<file path="src/rtl/bus_matrix_pkg.sv">
`default_nettype none
// ----------------------------------------------------------------------------
// bus_matrix_pkg : shared types and constants for the AXI4-Lite bus matrix
// Revision: 1.0
// ----------------------------------------------------------------------------
package bus_matrix_pkg;

   typedef enum logic [1:0] {
      IDLE      = 2'd0,
      ADDR_DATA = 2'd1,
      RESP      = 2'd2,
      ERR_RESP  = 2'd3
   } wr_sched_state_t;

   localparam logic [1:0] AXI_RESP_OKAY   = 2'b00;
   localparam logic [1:0] AXI_RESP_SLVERR = 2'b10;

endpackage
`default_nettype wire

</file>
<file path="src/rtl/bus_matrix_wr_wdog.sv">
`default_nettype none
// ----------------------------------------------------------------------------
// bus_matrix_wr_wdog : write-transaction watchdog counter, flags expiry at LIMIT-1
// Revision: 1.0
// ----------------------------------------------------------------------------
module bus_matrix_wr_wdog #(
   parameter int LIMIT = 256,
   parameter int WIDTH = $clog2(LIMIT + 1)
) (
   input  logic aclk,
   input  logic aresetn,
   input  logic clear,
   input  logic enable,
   output logic expire
);

   logic [WIDTH-1:0] count;

   always_ff @(posedge aclk or negedge aresetn) begin
      if (!aresetn) begin
         count <= '0;
      end else if (clear) begin
         count <= '0;
      end else if (enable) begin
         count <= count + 1'b1;
      end
   end

   assign expire = (count == WIDTH'(LIMIT - 1));

endmodule
`default_nettype wire

</file>
<file path="src/rtl/bus_matrix_axi_wr_sched.sv">
`default_nettype none
// ----------------------------------------------------------------------------
// bus_matrix_axi_wr_sched : per-slave round-robin AW/W/B write scheduler.
// Optional watchdog under BUS_MATRIX_WR_WDOG_EN.  Revision: 1.0
// ----------------------------------------------------------------------------
module bus_matrix_axi_wr_sched
   import bus_matrix_pkg::*;
#(
   parameter int N_MASTERS      = 2,
   parameter int TIMEOUT_CYCLES = 256,
   parameter int CNT_WIDTH      = $clog2(TIMEOUT_CYCLES + 1)
) (
   input  logic                 aclk,
   input  logic                 aresetn,
   input  logic [N_MASTERS-1:0] req_i,
   output logic [N_MASTERS-1:0] gnt_o,
   output logic                 busy_o,
   input  logic                 s_awvalid_i,
   input  logic                 s_awready_i,
   input  logic                 s_wvalid_i,
   input  logic                 s_wready_i,
   input  logic                 s_bvalid_i,
   input  logic                 gnt_bready_i,
   output logic                 aw_en_o,
   output logic                 w_en_o,
   output logic                 b_err_o,
   output logic                 timeout_o
);

   localparam int LAST_W = (N_MASTERS > 1) ? $clog2(N_MASTERS) : 1;

   wr_sched_state_t      state, state_d;
   logic [N_MASTERS-1:0] gnt, gnt_d;
   logic [LAST_W-1:0]    last, last_d, pick;
   logic                 aw_done, aw_done_d, w_done, w_done_d;
   logic                 aw_en, w_en, b_err, aw_hs, w_hs;
   logic                 wd_clear, wd_enable, expire, timeout_d;

   // Scan from prev+1 upward with wrap; smallest offset wins.
   function automatic logic [LAST_W-1:0] rr_pick(input logic [N_MASTERS-1:0] req,
                                                  input logic [LAST_W-1:0]    prev);
      int idx;
      rr_pick = prev;
      for (int i = N_MASTERS; i >= 1; i--) begin
         idx = (int'(prev) + i) % N_MASTERS;
         if (req[idx]) rr_pick = LAST_W'(idx);
      end
   endfunction

   assign pick = rr_pick(req_i, last);

   always_ff @(posedge aclk or negedge aresetn) begin
      if (!aresetn) begin
         state   <= IDLE;
         gnt     <= '0;
         last    <= LAST_W'(N_MASTERS - 1);
         aw_done <= 1'b0;
         w_done  <= 1'b0;
      end else begin
         state   <= state_d;
         gnt     <= gnt_d;
         last    <= last_d;
         aw_done <= aw_done_d;
         w_done  <= w_done_d;
      end
   end

   always_comb begin
      state_d   = state;
      gnt_d     = gnt;
      last_d    = last;
      aw_done_d = aw_done;
      w_done_d  = w_done;
      aw_en     = 1'b0;
      w_en      = 1'b0;
      b_err     = 1'b0;
      aw_hs     = 1'b0;
      w_hs      = 1'b0;
      wd_clear  = 1'b0;
      wd_enable = 1'b0;
      timeout_d = 1'b0;
      case (state)
         IDLE: begin
            aw_done_d = 1'b0;
            w_done_d  = 1'b0;
            if (|req_i) begin
               gnt_d       = '0;
               gnt_d[pick] = 1'b1;
               last_d      = pick;
               wd_clear    = 1'b1;
               state_d     = ADDR_DATA;
            end
         end
         ADDR_DATA: begin
            aw_en     = !aw_done;
            w_en      = !w_done;
            aw_hs     = s_awvalid_i & aw_en & s_awready_i;
            w_hs      = s_wvalid_i & w_en & s_wready_i;
            aw_done_d = aw_done | aw_hs;
            w_done_d  = w_done | w_hs;
            wd_enable = 1'b1;
            wd_clear  = aw_hs | w_hs;
            if (aw_done_d && w_done_d) state_d = RESP;
            if (expire) begin
               state_d   = ERR_RESP;
               timeout_d = 1'b1;
            end
         end
         RESP: begin
            wd_enable = 1'b1;
            if (s_bvalid_i && gnt_bready_i) begin
               state_d = IDLE;
               gnt_d   = '0;
            end else if (expire) begin
               state_d   = ERR_RESP;
               timeout_d = 1'b1;
            end
         end
         ERR_RESP: begin
`ifdef BUS_MATRIX_WR_WDOG_EN
            // Slave bready stays low here, so a late slave B never reaches the master.
            b_err = 1'b1;
            if (gnt_bready_i) begin
               state_d = IDLE;
               gnt_d   = '0;
            end
`else
            state_d = IDLE;
            gnt_d   = '0;
`endif
         end
         default: begin
            state_d = IDLE;
            gnt_d   = '0;
         end
      endcase
   end

`ifdef BUS_MATRIX_WR_WDOG_EN
   logic timeout_q;

   bus_matrix_wr_wdog #(
      .LIMIT (TIMEOUT_CYCLES),
      .WIDTH (CNT_WIDTH)
   ) u_wdog (
      .aclk    (aclk),
      .aresetn (aresetn),
      .clear   (wd_clear),
      .enable  (wd_enable),
      .expire  (expire)
   );

   always_ff @(posedge aclk or negedge aresetn) begin
      if (!aresetn) timeout_q <= 1'b0;
      else          timeout_q <= timeout_d;
   end

   assign timeout_o = timeout_q;
`else
   logic unused_wdog;

   assign expire      = 1'b0;
   assign timeout_o   = 1'b0;
   assign unused_wdog = ^{wd_clear, wd_enable, timeout_d,
                          (TIMEOUT_CYCLES > 1), (CNT_WIDTH > 0)};
`endif

   assign gnt_o   = gnt;
   assign busy_o  = (state != IDLE);
   assign aw_en_o = aw_en;
   assign w_en_o  = w_en;
   assign b_err_o = b_err;

endmodule
`default_nettype wire

</file>
<file path="config.mk">
export PLATFORM = sky130hd
export DESIGN_NAME = bus_matrix_axi_wr_sched
export DESIGN_NICKNAME = d
export VERILOG_FILES = /design/src/rtl/bus_matrix_pkg.sv /design/src/rtl/bus_matrix_wr_wdog.sv /design/src/rtl/bus_matrix_axi_wr_sched.sv
export SDC_FILE = /design/constraint.sdc
export NUM_CORES = 1
export LEC_CHECK = 0
export BUFFER_PORTS_ARGS = -buffer_cell sky130_fd_sc_hd__buf_2
export CAP_MARGIN = 0
export CORE_AREA = 2 2 39 41
export DETAILED_ROUTE_END_ITERATION = 16
export DIE_AREA = 0 0 41 43
export SYNTH_ARGS = -nofsm -noshare
export SYNTH_HDL_FRONTEND = slang
export SYNTH_SLANG_ARGS = --single-unit
</file>
<file path="constraint.sdc">
create_clock -name aclk -period 1.29 [get_ports aclk]
set_clock_uncertainty 0.15 [all_clocks]
set_input_delay 0.0645 -clock aclk [delete_from_list [all_inputs] [get_ports aclk]]
set_output_delay 0.0645 -clock aclk [all_outputs]
set_load 0.05 [all_outputs]
</file>
==> metrics.txt <==
antenna viol nets, final=0; pwr/cell area=2700 nW/um^2; layout cell share with drive strength beyond 1=47.1%; most frequent cells in the layout=11 x buf_2, 9 x dlygate4sd3_1, 4 x dfrtp_1; min Tclk post-route=1300 ps; failing checks=negative setup slack; GP Congestion=0.691; sequential fraction of the synthesis area=50.9%; Sink Count=7; Core Box Area=1380 um^2; vias in the first global route=362; Diodes inserted=0; Std-Cell Rows=14; total CTS buffers=3; Yosys top cell by area=dfrtp_1; critical path peak fanout=3; setup violators final=3; I/O pin total=17; Final Hold Viols=0; number of synthesized flops with an enable pin=0; flop2flop setup slack=70 ps; global-route wire length before repair=1440 um; Post-Layout Cell Count=84; insertion delay to the later sink of the worst-skew pair=240 ps; DIE AREA=1760 um^2; worst reg2reg endpoint=gnt_o[0]; Die Wd=41 um; crit end category=output port; unique cell type count in the Yosys netlist=18; Syn-to-layout area delta=83.4%; most common cell after layout, fill and taps aside=buf_2; DRC errors left=0; Worst-path clk slew=50 ps; Final Power=1.72 mW; Yosys reg bits=7; final worst-path cycle share=101%; Ys Warns=0; vias per cell=4.30; outcome=complete, but fails checks; CP Launch Type=register; Starting Density=25.0%; CP arrival=1090 ps; Die Span Y=43 um; Syn Inst Count=38; Worst R2R Path Depth=3; total number of vias=361; Mapped Avg Cell Area=9.12 um^2; HP Class=in2async; Worst EP required=1080 ps; GRT Overall Usage=12.4%; area of the mapped netlist=347 um^2; critical path class=reg2out; DP Cell Count=68; FFs w/ async S/R, synth=100%; maximum operating frequency=769 MHz; Final Core Density=45.9%; clk buf depth=2; Layout Nets=79; RSZ-0062 raised after global routing=yes; DR iter-0 viols=6; initial antenna violation count=0; area post-placement=433 um^2; post-detailed-route wirelength per cell=10.8 um; Max Cap Violations=0; Place WS=49.2 ps; final wirelength=904 um; maximum vdd drop=1.72 mV; worst setup margin=-9.99 ps; largest net degree at the start of global routing=8; WHS=24.8 ps; Leakage=0.293 nW; top_reg_cell synth=dfrtp_1; fin area=636 um^2; Max H-tree Level=1; Setup TNS=-23.0 ps; Slew Viols, Final=0; CTS root buffer=clkbuf_4; grt total ovfl=0; FF-to-FF Start=state[1]; Port Buffers=14; CTS tree=built; top cells by area, synth=dfrtp_1 43%, dfstp_2 7.6%, a21oi_1 5.8%; 1st-pass router iterations=4; Yosys top cell area share=43.3%
final cells by class:
cell class / count / area [um^2]
flip-flops and latches: 7 / 179
fillers: 127 / 748
inverters: 2 / 7.51
multi-input cells: 28 / 186
well taps: 16 / 20.0
clock buffers: 4 / 26.3
repair buffers: 27 / 216
synthesized netlist by cell type, types with 2 or more instances:
master and n:
inv_1 2, a31oi_1 3, and3_1 2, nand2_1 3, a31o_1 2, nor2_1 5
buf_4 2, dfrtp_1 6, a21oi_1 4
power by group:
part           internal [mW]  switching (mW)
Sequential             0.340           0.122
Clock                  0.118          0.0764
Combinational          0.439           0.623
flip-flops by register name (all words and copies together), names as in the netlist:
register	cells
state	2
last	1
gnt_o	2
w_done	1
aw_done	1
worst max path at each step:
stage	startpoint	slack (ps)	end	cells after the start
3_5_place_dp	state[1]	50	gnt_o[0]	3
3_3_place_gp	state[1]	60	gnt_o[0]	3
4_1_cts	state[1]	-40	aw_en_o	4
2_1_floorplan	state[1]	-130	aw_en_o	3
5_1_grt	state[1]	-60	aw_en_o	4
6_report	state[1]	-10	aw_en_o	4
kinds of logic (layout without fill, tap and decap cells):
family	Yosys count	count (layout)	synth area share, %
flip-flops	7	7	50.9
AO/OA/AOI/OAI	12	12	22.0
AND/OR/NAND/NOR	14	14	19.5
buffers and inverters	4	33	6.50
other	1	2	1.08
metal layers:
layer | up-vias | share of wire, % | track usage, % | wire length, um
li1 | 193 | - | - | -
met1 | 154 | 45 | 14.7 | 404
met2 | 14 | 50 | 18.4 | 456
met3 | 0 | 4.8 | 2.09 | 43
met4 | 0 | 0 | 10.0 | 0
met5 | - | 0 | 0 | 0
worst max-delay path, stage by stage, from the launching register on:
cell	delay [ps]
dfrtp_2	430
inv_2	90
nand2_4	70
nor2_4	100
buf_8	150
what timing repair did:
| action | 4_1_cts | 5_1_grt |
|---|---|---|
| endpoints found under the setup margin | 3 | 6 |
| resized for setup | 14 | 7 |
| setup buffers | 2 | 1 |
| hold endpoints to repair | 11 | 0 |
| pin swaps | 1 | 2 |
| hold buffers | 9 | 0 |
Power figures use the tool's default switching activity.
